**src/rtl/inv_transcr.sv**
```systemverilog
// Inverse nonlinear Cr transform: recovers Cr from transformed Cr, luma and mean/width LUT values.
// One pixel in flight; bypass inside the luma window, otherwise a serial restoring divide.
module inv_transcr #(
  parameter int unsigned K_L     = 125,
  parameter int unsigned K_H     = 188,
  parameter int unsigned MKH     = 154,
  parameter int unsigned W_WIDTH = 16,
  parameter int unsigned FRAC    = 8
) (
  input  logic               clk,
  input  logic               rst_n,
  input  logic               in_valid,
  output logic               in_ready,
  input  logic [7:0]         t_in,
  input  logic [7:0]         y_in,
  input  logic [7:0]         mean_in,
  input  logic [W_WIDTH-1:0] width_in,
  output logic               out_valid,
  input  logic               out_ready,
  output logic [7:0]         cr_out,
  output logic               bypass,
  output logic               div0
);

  localparam int unsigned DW = 9 + FRAC;  // signed (t - MKH) << FRAC
  localparam int unsigned MW = DW - 1;    // magnitude width == divide iterations
  localparam int unsigned CW = $clog2(MW + 1);
  localparam int unsigned RW = MW + 2;    // signed result width

  localparam logic [7:0] KLo = 8'(K_L);
  localparam logic [7:0] KHi = 8'(K_H);

  localparam logic [2:0] StIdle = 3'd0;
  localparam logic [2:0] StByp  = 3'd1;
  localparam logic [2:0] StPrep = 3'd2;
  localparam logic [2:0] StDiv  = 3'd3;
  localparam logic [2:0] StFix  = 3'd4;
  localparam logic [2:0] StOut  = 3'd5;

  logic [2:0]         state_q, state_d;
  logic [7:0]         t_q, m_q;
  logic [W_WIDTH-1:0] w_q;
  logic               sign_q, dnz_q;
  logic [MW-1:0]      quo_q;
  logic [W_WIDTH-1:0] rem_q;
  logic [CW-1:0]      cnt_q;
  logic [7:0]         cr_q;
  logic               byp_q, div0_q;

  logic               accept, in_window;
  logic signed [DW-1:0] d_val;
  logic [MW-1:0]      d_mag;
  logic [W_WIDTH:0]   rem_sh, rem_sub;
  logic               ge;
  logic signed [RW-1:0] q_s, r_s;
  logic [7:0]         r_clamp, fix_cr;

  assign accept    = in_valid && (state_q == StIdle);
  assign in_window = (y_in >= KLo) && (y_in <= KHi);

  assign d_val = ($signed({{(DW-8){1'b0}}, t_q}) - $signed(DW'(MKH))) <<< FRAC;
  assign d_mag = d_val[DW-1] ? MW'(-d_val) : d_val[MW-1:0];

  // One restoring step: shift in the next dividend bit, subtract W when it fits.
  assign rem_sh  = {rem_q, quo_q[MW-1]};
  assign ge      = rem_sh >= {1'b0, w_q};
  assign rem_sub = rem_sh - {1'b0, w_q};

  assign q_s = sign_q ? -$signed({2'b00, quo_q}) : $signed({2'b00, quo_q});
  assign r_s = $signed({{(RW-8){1'b0}}, m_q}) + q_s;

  always_comb begin
    r_clamp = r_s[7:0];
    if (r_s < 0)                  r_clamp = 8'd0;
    else if (r_s > RW'(signed'(255))) r_clamp = 8'd255;
    fix_cr = r_clamp;
    if (w_q == '0) begin
      if (!dnz_q)     fix_cr = m_q;
      else if (sign_q) fix_cr = 8'd0;
      else            fix_cr = 8'd255;
    end
  end

  always_comb begin
    state_d = state_q;
    case (state_q)
      StIdle: if (accept) state_d = in_window ? StByp : StPrep;
      StByp:  state_d = StOut;
      StPrep: state_d = StDiv;
      // Final DIV cycle (cnt == MW) is idle so the divide path lands at latency 19.
      StDiv:  if (cnt_q == CW'(MW)) state_d = StFix;
      StFix:  state_d = StOut;
      StOut:  if (out_ready) state_d = StIdle;
      default: state_d = StIdle;
    endcase
  end

  always_ff @(posedge clk or negedge rst_n) begin
    if (!rst_n) begin
      state_q <= StIdle;
      t_q     <= '0;
      m_q     <= '0;
      w_q     <= '0;
      sign_q  <= 1'b0;
      dnz_q   <= 1'b0;
      quo_q   <= '0;
      rem_q   <= '0;
      cnt_q   <= '0;
      cr_q    <= '0;
      byp_q   <= 1'b0;
      div0_q  <= 1'b0;
    end else begin
      state_q <= state_d;
      case (state_q)
        StIdle: if (accept) begin
          t_q    <= t_in;
          m_q    <= mean_in;
          w_q    <= width_in;
          byp_q  <= 1'b0;
          div0_q <= 1'b0;
        end
        StByp: begin
          cr_q  <= t_q;
          byp_q <= 1'b1;
        end
        StPrep: begin
          quo_q  <= d_mag;
          rem_q  <= '0;
          sign_q <= d_val[DW-1];
          dnz_q  <= (d_val != '0);
          cnt_q  <= '0;
        end
        StDiv: if (cnt_q != CW'(MW)) begin
          rem_q <= ge ? rem_sub[W_WIDTH-1:0] : rem_sh[W_WIDTH-1:0];
          quo_q <= {quo_q[MW-2:0], ge};
          cnt_q <= cnt_q + 1'b1;
        end
        StFix: begin
          cr_q   <= fix_cr;
          div0_q <= (w_q == '0);
        end
        default: ;
      endcase
    end
  end

  assign in_ready  = (state_q == StIdle);
  assign out_valid = (state_q == StOut);
  assign cr_out    = cr_q;
  assign bypass    = byp_q;
  assign div0      = div0_q;

endmodule

```
**config.mk**
```make
export PLATFORM = sky130hd
export DESIGN_NAME = inv_transcr
export DESIGN_NICKNAME = d
export VERILOG_FILES = /design/src/rtl/inv_transcr.sv
export SDC_FILE = /design/constraint.sdc
export NUM_CORES = 1
export LEC_CHECK = 0
export CORE_ASPECT_RATIO = 0.7
export CORE_MARGIN = 4
export CORE_UTILIZATION = 62
export DETAILED_ROUTE_END_ITERATION = 16
export PLACE_DENSITY = 0.81
export SETUP_SLACK_MARGIN = 0.15
export SYNTH_ARGS = -nofsm -noshare
export SYNTH_HDL_FRONTEND = slang
export SYNTH_SLANG_ARGS = --single-unit
```
**constraint.sdc**
```tcl
create_clock -name clk -period 10.4 [get_ports clk]
set_input_delay 2.08 -clock clk [delete_from_list [all_inputs] [get_ports clk]]
set_output_delay 2.08 -clock clk [all_outputs]
set_load 0.05 [all_outputs]
```
==> flow_metrics.env, run 1 <==
export IMPL_grt_pass1_wl_um=26200
export IMPL_cp_slowest_cell="clkdlybuf4s50_1"
export IMPL_drt_iter0_markers=825
export IMPL_via_per_inst=6.56
export IMPL_cpPeakStageDelay_ns=0.86
export IMPL_min_period_ns=4.12
export IMPL_grt_pass1_vias=4963
export IMPL_required_ns=8.32
export IMPL_tightestPinTransition_ns=1.05
export IMPL_yosysTopAreaCellShare=0.357
export IMPL_ant_nets=0
export IMPL_synth_edf_count=0
export IMPL_coreArea_mm2=0.00914
export IMPL_cp_start_kind="flop"
export IMPL_utilization=0.740
export IMPL_cts_sinks=84
export IMPL_initial_core_util=0.644
export IMPL_p_int_mw=1.05
export IMPL_grt_max_degree=85
export IMPL_yosys_warnings=0
export IMPL_hpwl_um=11700
export IMPL_first_pass_iters=5
export IMPL_slew_violations=0
export IMPL_wirelength_um=16300
export IMPL_netlist_area_mm2=0.00589
export IMPL_gp_congestion=0.938
export IMPL_sw_frac_of_total=0.463
export IMPL_synth_nets=761
export IMPL_cts_setup_buffers=0
export IMPL_fin_worst_skew_ns=0.00705
export IMPL_setup_tns_ns=0
export IMPL_vias=5522
export IMPL_ys_ff_latch=84
export IMPL_wl_per_cell_um=19.3
export IMPL_path_class="flop to primary output"
export IMPL_hold_class="flop to flop"
export IMPL_seqPwrFrac=0.303
export IMPL_worstPathCellList="nor3_1, clkdlybuf4s50_1"
export IMPL_boundaryPins=56
export IMPL_htree_levels=3
export IMPL_pwr_share_comb=0.530
export IMPL_power_density_mw_per_mm2=288
export IMPL_leakage_nw=2.92
export IMPL_ir_drop_mv=0.120
export IMPL_ctsRootBufferMaster="clkbuf_16"
export IMPL_synthDistinctLibCells=72
export IMPL_cts_tree="yes"
export IMPL_max_freq_mhz=242
export IMPL_rows=29
export IMPL_cp_num_buf_inv=1
export IMPL_die_w_um=124
export IMPL_cts_hold_buf=0
export IMPL_syn_to_final_growth_pct=14.9
export IMPL_crit_path_max_fanout=12
export IMPL_fin_crit_sh=0.397
export IMPL_slew_headroom=0.302
export IMPL_grt_setup_unrepaired="no"
export IMPL_die_area_mm2=0.0111
export IMPL_async_flop_share=1.00
export IMPL_setup_viol=0
export IMPL_clk_latency_ns=0.34
export IMPL_cts_resized=0
export IMPL_track_usage=0.297
export IMPL_synthTopCellsByArea="dfrtp_1 (36%), ha_1 (6.8%), nand2_1 (5.4%), o21ai_0 (4.9%), xnor2_1 (3.6%)"
export IMPL_yosysSeqAreaShare=0.357
export IMPL_synthFlopType="dfrtp_1"
export IMPL_power_share_clock=0.167
export IMPL_cts_max_path_buffers=2
export IMPL_die_h_um=89.5
export IMPL_final_nets=792
export IMPL_clk_pin_slew_ns=0.06
export IMPL_drcViolationCount=0
export IMPL_maxCapViolCount=0
export IMPL_n_antenna_cell=0
export IMPL_cp_top_family="buffers and inverters"
export IMPL_cts_buffers=9
export IMPL_run_status="finished, final reports clean"
export IMPL_antenna_found_initial=0
export IMPL_hold_violations=0
export IMPL_p_switching_uw=901
export IMPL_overflow=0
export IMPL_final_cell_mix="nand2_1 (85), dfrtp_1 (84), o21ai_0 (58), clkdlybuf4s50_1 (54), nor2_1 (35)"
export IMPL_drive_gt1_frac=0.0655
export IMPL_yosysTopAreaCell="dfrtp_1"
export IMPL_layout_commonest_cell="nand2_1"
export IMPL_portBuffers=55
export IMPL_worstPathArrival_ns=2.04
export IMPL_post_synth_cell_area_avg_um2=8.62
export IMPL_endpoint_kind="primary output"
export IMPL_postSynthCellCount=683
synth_stat cells, types with 6 or more instances:
master	instances
nor4_1	8
o311ai_0	9
xnor2_1	24
nor2b_1	8
nand2b_1	7
o211ai_1	19
o21ai_0	58
o21a_1	7
a21oi_1	32
nand3_1	29
nor3_1	16
and3_1	6
ha_1	32
clkbuf_1	33
xor2_1	17
nand4_1	7
a22oi_1	7
nand2_1	85
or4_1	6
o31ai_1	16
mux2_2	14
nor2_1	35
inv_1	29
a31oi_1	6
dfrtp_1	84
a21o_1	6
flip-flops by register name (all words and copies together), names as in the netlist:
name	flops
rem_q	16
t_q	8
state_q	3
cr_out	8
cnt_q	5
m_q	8
quo_q	16
sign_q	1
bypass	1
dnz_q	1
w_q	16
div0	1
logic make-up (layout without fill, tap and decap cells):
logic type	Yosys count	count (layout)	share of synthesized area
and+or+nand+nor	231	231	0.191
AOI/OAI and AO/OA	208	208	0.240
adders and majority gates	34	34	0.0748
buffers and inverters	68	103	0.0448
DFF	84	84	0.357
muxes	17	17	0.0319
xor gates and xnor gates	41	41	0.0610
final timing paths:
kind	start	end	slack [ns]	depth (start not counted)
worst max register to register	quo_q[4]	cr_out[2]	6.50	12
max in group asynchronous	rst_n	rem_q[4]	7.81	1
min in group asynchronous	rst_n	w_q[0]	1.91	1
worst min-delay path	bypass	bypass	0.51	1
worst max-delay path	state_q[1]	in_ready	6.28	2
worst min register to register	bypass	bypass	0.51	1
through the flow:
stage | total power [mW] | instance area, um2 | hold WS (ns) | instances | setup WS, ns
floorplan | 1.32 | 5890 | 0.493 | 683 | 6.61
global placement | 1.55 | 6470 | 0.491 | 827 | 6.54
detailed placement | 1.58 | 6470 | 0.486 | 827 | 6.50
CTS | 1.92 | 6770 | 0.508 | 842 | 6.27
global route | 2.07 | 6770 | 0.538 | 842 | 6.21
finish | 1.95 | 6770 | 0.508 | 842 | 6.28
routing by layer:
| metal | track usage | up-vias | wire, um | share of wire |
|---|---|---|---|---|
| li1 | - | 2571 | - | - |
| met1 | 0.451 | 2614 | 7830 | 0.48 |
| met2 | 0.434 | 311 | 6580 | 0.40 |
| met3 | 0.0728 | 26 | 1690 | 0.10 |
| met4 | 0.0597 | 0 | 175 | 0.011 |
| met5 | 0 | - | 0 | 0 |
power groups by stage:
stage	Combinational (mW)	Clock [mW]	Sequential, mW
finish	1.03	0.325	0.591
global route	1.13	0.344	0.604
CTS	1.01	0.329	0.584
detailed placement	0.997	0	0.587
global placement	0.969	0	0.581
floorplan	0.742	0	0.574
cell type report:
| cell class | instances | area, um2 |
|---|---|---|
| clock inverters | 5 | 61.3 |
| fillers | 683 | 2380 |
| multi-input cells | 531 | 3530 |
| clock buffers | 10 | 239 |
| inverters | 30 | 113 |
| well taps | 124 | 155 |
| repair buffers | 58 | 571 |
| flip-flops and latches | 84 | 2100 |
worst reg2reg max path, cell delays in order, from the launching register on:
cell and delay [ns]:
dfrtp_1 0.42, or3_1 0.60, o31ai_1 0.32, xnor2_1 0.23, ha_1 0.34, and3_1 0.19, a221oi_1 0.49, a21o_1 0.22
o211ai_1 0.09, o211ai_1 0.11, nand4b_1 0.20, o31ai_4 0.39, o211ai_1 0.16
Power figures use the tool's default switching activity.
==> inputs of run 2 (changes only) <==
--- a/config.mk
+++ b/config.mk
@@ -7,9 +7,9 @@
 export LEC_CHECK = 0
 export CORE_ASPECT_RATIO = 0.7
 export CORE_MARGIN = 4
-export CORE_UTILIZATION = 62
+export CORE_UTILIZATION = 53
 export DETAILED_ROUTE_END_ITERATION = 16
-export PLACE_DENSITY = 0.81
+export PLACE_DENSITY = 0.74
 export SETUP_SLACK_MARGIN = 0.15
 export SYNTH_ARGS = -nofsm -noshare
 export SYNTH_HDL_FRONTEND = slang
==> constraint.sdc (replaced) <==
create_clock -name clk -period 3.79 [get_ports clk]
set_input_delay 0.758 -clock clk [delete_from_list [all_inputs] [get_ports clk]]
set_output_delay 0.758 -clock clk [all_outputs]
set_load 0.05 [all_outputs]
==> run 2 against run 1 <==
  * Total power grew to 2.8 times the previous value
  * Critical endpoint is now cr_out[7]
  * Clock power grew to 2.7 times the previous value
  * Critical path type is now flop to flop
  * Combinational power rose to 2.8 times the previous value
==> flow_metrics.env, run 2 (same netlist as run 1, synthesis figures left out) <==
export IMPL_htree_levels=3
export IMPL_cp_start_kind="flop"
export IMPL_ir_drop_mv=0.363
export IMPL_slew_headroom=0.305
export IMPL_cts_hold_buf=0
export IMPL_cts_buffers=9
export IMPL_reg2reg_from="quo_q[4]"
export IMPL_fin_crit_sh=0.912
export IMPL_setup_viol=0
export IMPL_hold_start="bypass"
export IMPL_coreArea_mm2=0.0106
export IMPL_reg2reg_slack_ns=0.33
export IMPL_n_antenna_cell=0
export IMPL_fillers=911
export IMPL_initial_core_util=0.556
export IMPL_maxCapViolCount=0
export IMPL_vias=5440
export IMPL_fin_worst_skew_ns=0.0105
export IMPL_cts_setup_buffers=0
export IMPL_rows=31
export IMPL_worstPathArrival_ns=3.66
export IMPL_dpl_cell_area_mm2=0.00656
export IMPL_gp_congestion=0.918
export IMPL_first_pass_iters=6
export IMPL_portBuffers=55
export IMPL_leakage_nw=2.96
export IMPL_cts_sinks=84
export IMPL_required_ns=3.99
export IMPL_grt_pass1_vias=4962
export IMPL_ant_nets=0
export IMPL_largestRegisters="quo_q: 16 flops, rem_q: 16 flops, w_q: 16 flops"
export IMPL_hold_class="flop to flop"
export IMPL_antenna_found_initial=0
export IMPL_die_h_um=96.2
export IMPL_wirelength_um=16400
export IMPL_multi_input_area_mm2=0.00354
export IMPL_r2r_cells=12
export IMPL_place_inst=858
export IMPL_drt_iter0_markers=571
export IMPL_stdcell_area_mm2=0.00688
export IMPL_tightestPinTransition_ns=1.04
export IMPL_final_cell_mix="nand2_1 (85), dfrtp_1 (84), o21ai_0 (58), clkdlybuf4s50_1 (54), nor2_1 (35)"
export IMPL_hold_violations=0
export IMPL_overflow=0
export IMPL_clk_latency_ns=0.34
export IMPL_power_density_mw_per_mm2=789
export IMPL_layout_cells_non_filler=874
export IMPL_crit_path_max_fanout=7
export IMPL_max_freq_mhz=289
export IMPL_endpoint_kind="flop"
export IMPL_ctsRootBufferMaster="clkbuf_16"
export IMPL_path_class="flop to flop"
export IMPL_drcViolationCount=0
export IMPL_cts_tree="yes"
export IMPL_wl_per_cell_um=18.8
export IMPL_final_nets=799
export IMPL_run_status="finished, final reports clean"
export IMPL_utilization=0.649
export IMPL_grt_max_degree=85
export IMPL_layout_commonest_cell="nand2_1"
export IMPL_track_usage=0.260
export IMPL_setup_tns_ns=0
export IMPL_die_w_um=134
export IMPL_min_period_ns=3.46
export IMPL_die_area_mm2=0.0129
export IMPL_slew_violations=0
export IMPL_clk_pin_slew_ns=0.07
export IMPL_min_to="bypass"
export IMPL_hpwl_um=12300
export IMPL_startpoint="quo_q[4]"
export IMPL_grt_pass1_wl_um=26400
export IMPL_whs_path_depth=1
export IMPL_via_per_inst=6.22
export IMPL_regArea_mm2=0.00210
export IMPL_worstReg2RegEnd="cr_out[7]"
export IMPL_cts_max_path_buffers=2
export IMPL_grt_setup_unrepaired="no"
export IMPL_boundaryPins=56
export IMPL_syn_to_final_growth_pct=16.8
export IMPL_drive_gt1_frac=0.0771
## run 2: area by class of cell
type                    count  share of cell area
clock buffers              10              0.0333
well taps                 148              0.0269
clock inverters             6              0.0104
flip-flops and latches     84               0.306
multi-input cells         531               0.515
inverters                  30              0.0164
repair buffers             65              0.0924
## run 2: report_power, final
part           internal [mW]  leakage [nW]  total [mW]  switching (mW)
registers               1.21          1.07        1.61           0.406
logic                   1.17          1.75        2.93            1.76
clock network          0.516         0.140       0.883           0.366
total                   2.89          2.96        5.42            2.53
## run 2: critical path: stages, from the launching register on
cell and delay [ns]:
dfrtp_1 0.44, or3_1 0.41, o31ai_1 0.25, xnor2_1 0.17
ha_1 0.32, and3_1 0.22, a221oi_2 0.37, a21o_1 0.21
o211ai_1 0.09, o211ai_1 0.11, nand4b_1 0.18, o31ai_4 0.40
o211ai_1 0.15
## run 2: through the flow
stage	hold slack (ns)	setup WS [ns]	power, mW
after floorplan	0.462	0.366	3.61
after global placement	0.482	0.453	4.38
after detailed placement	0.500	0.349	4.46
after CTS	0.514	0.338	5.37
after global routing	0.537	0.0734	5.81
final	0.507	0.332	5.42
## run 2: timing repair
item / in CTS / in global routing
setup endpoints to repair: 0 / 6
gates resized for setup: 0 / 3
hold endpoints to repair: 0 / 0
## run 2: layer usage
layer | vias up | track usage | routed length [um]
li1 | 2592 | - | -
met1 | 2618 | 0.399 | 8210
met2 | 215 | 0.361 | 6540
met3 | 15 | 0.0758 | 1530
met4 | 0 | 0.0514 | 141
met5 | - | 0 | 0
## run 2: worst max path at each step
stage / endpoint
6_report: cr_out[7]
3_5_place_dp: cr_out[7]
2_1_floorplan: cr_out[2]
5_1_grt: cr_out[4]
4_1_cts: cr_out[7]
3_3_place_gp: cr_out[5]
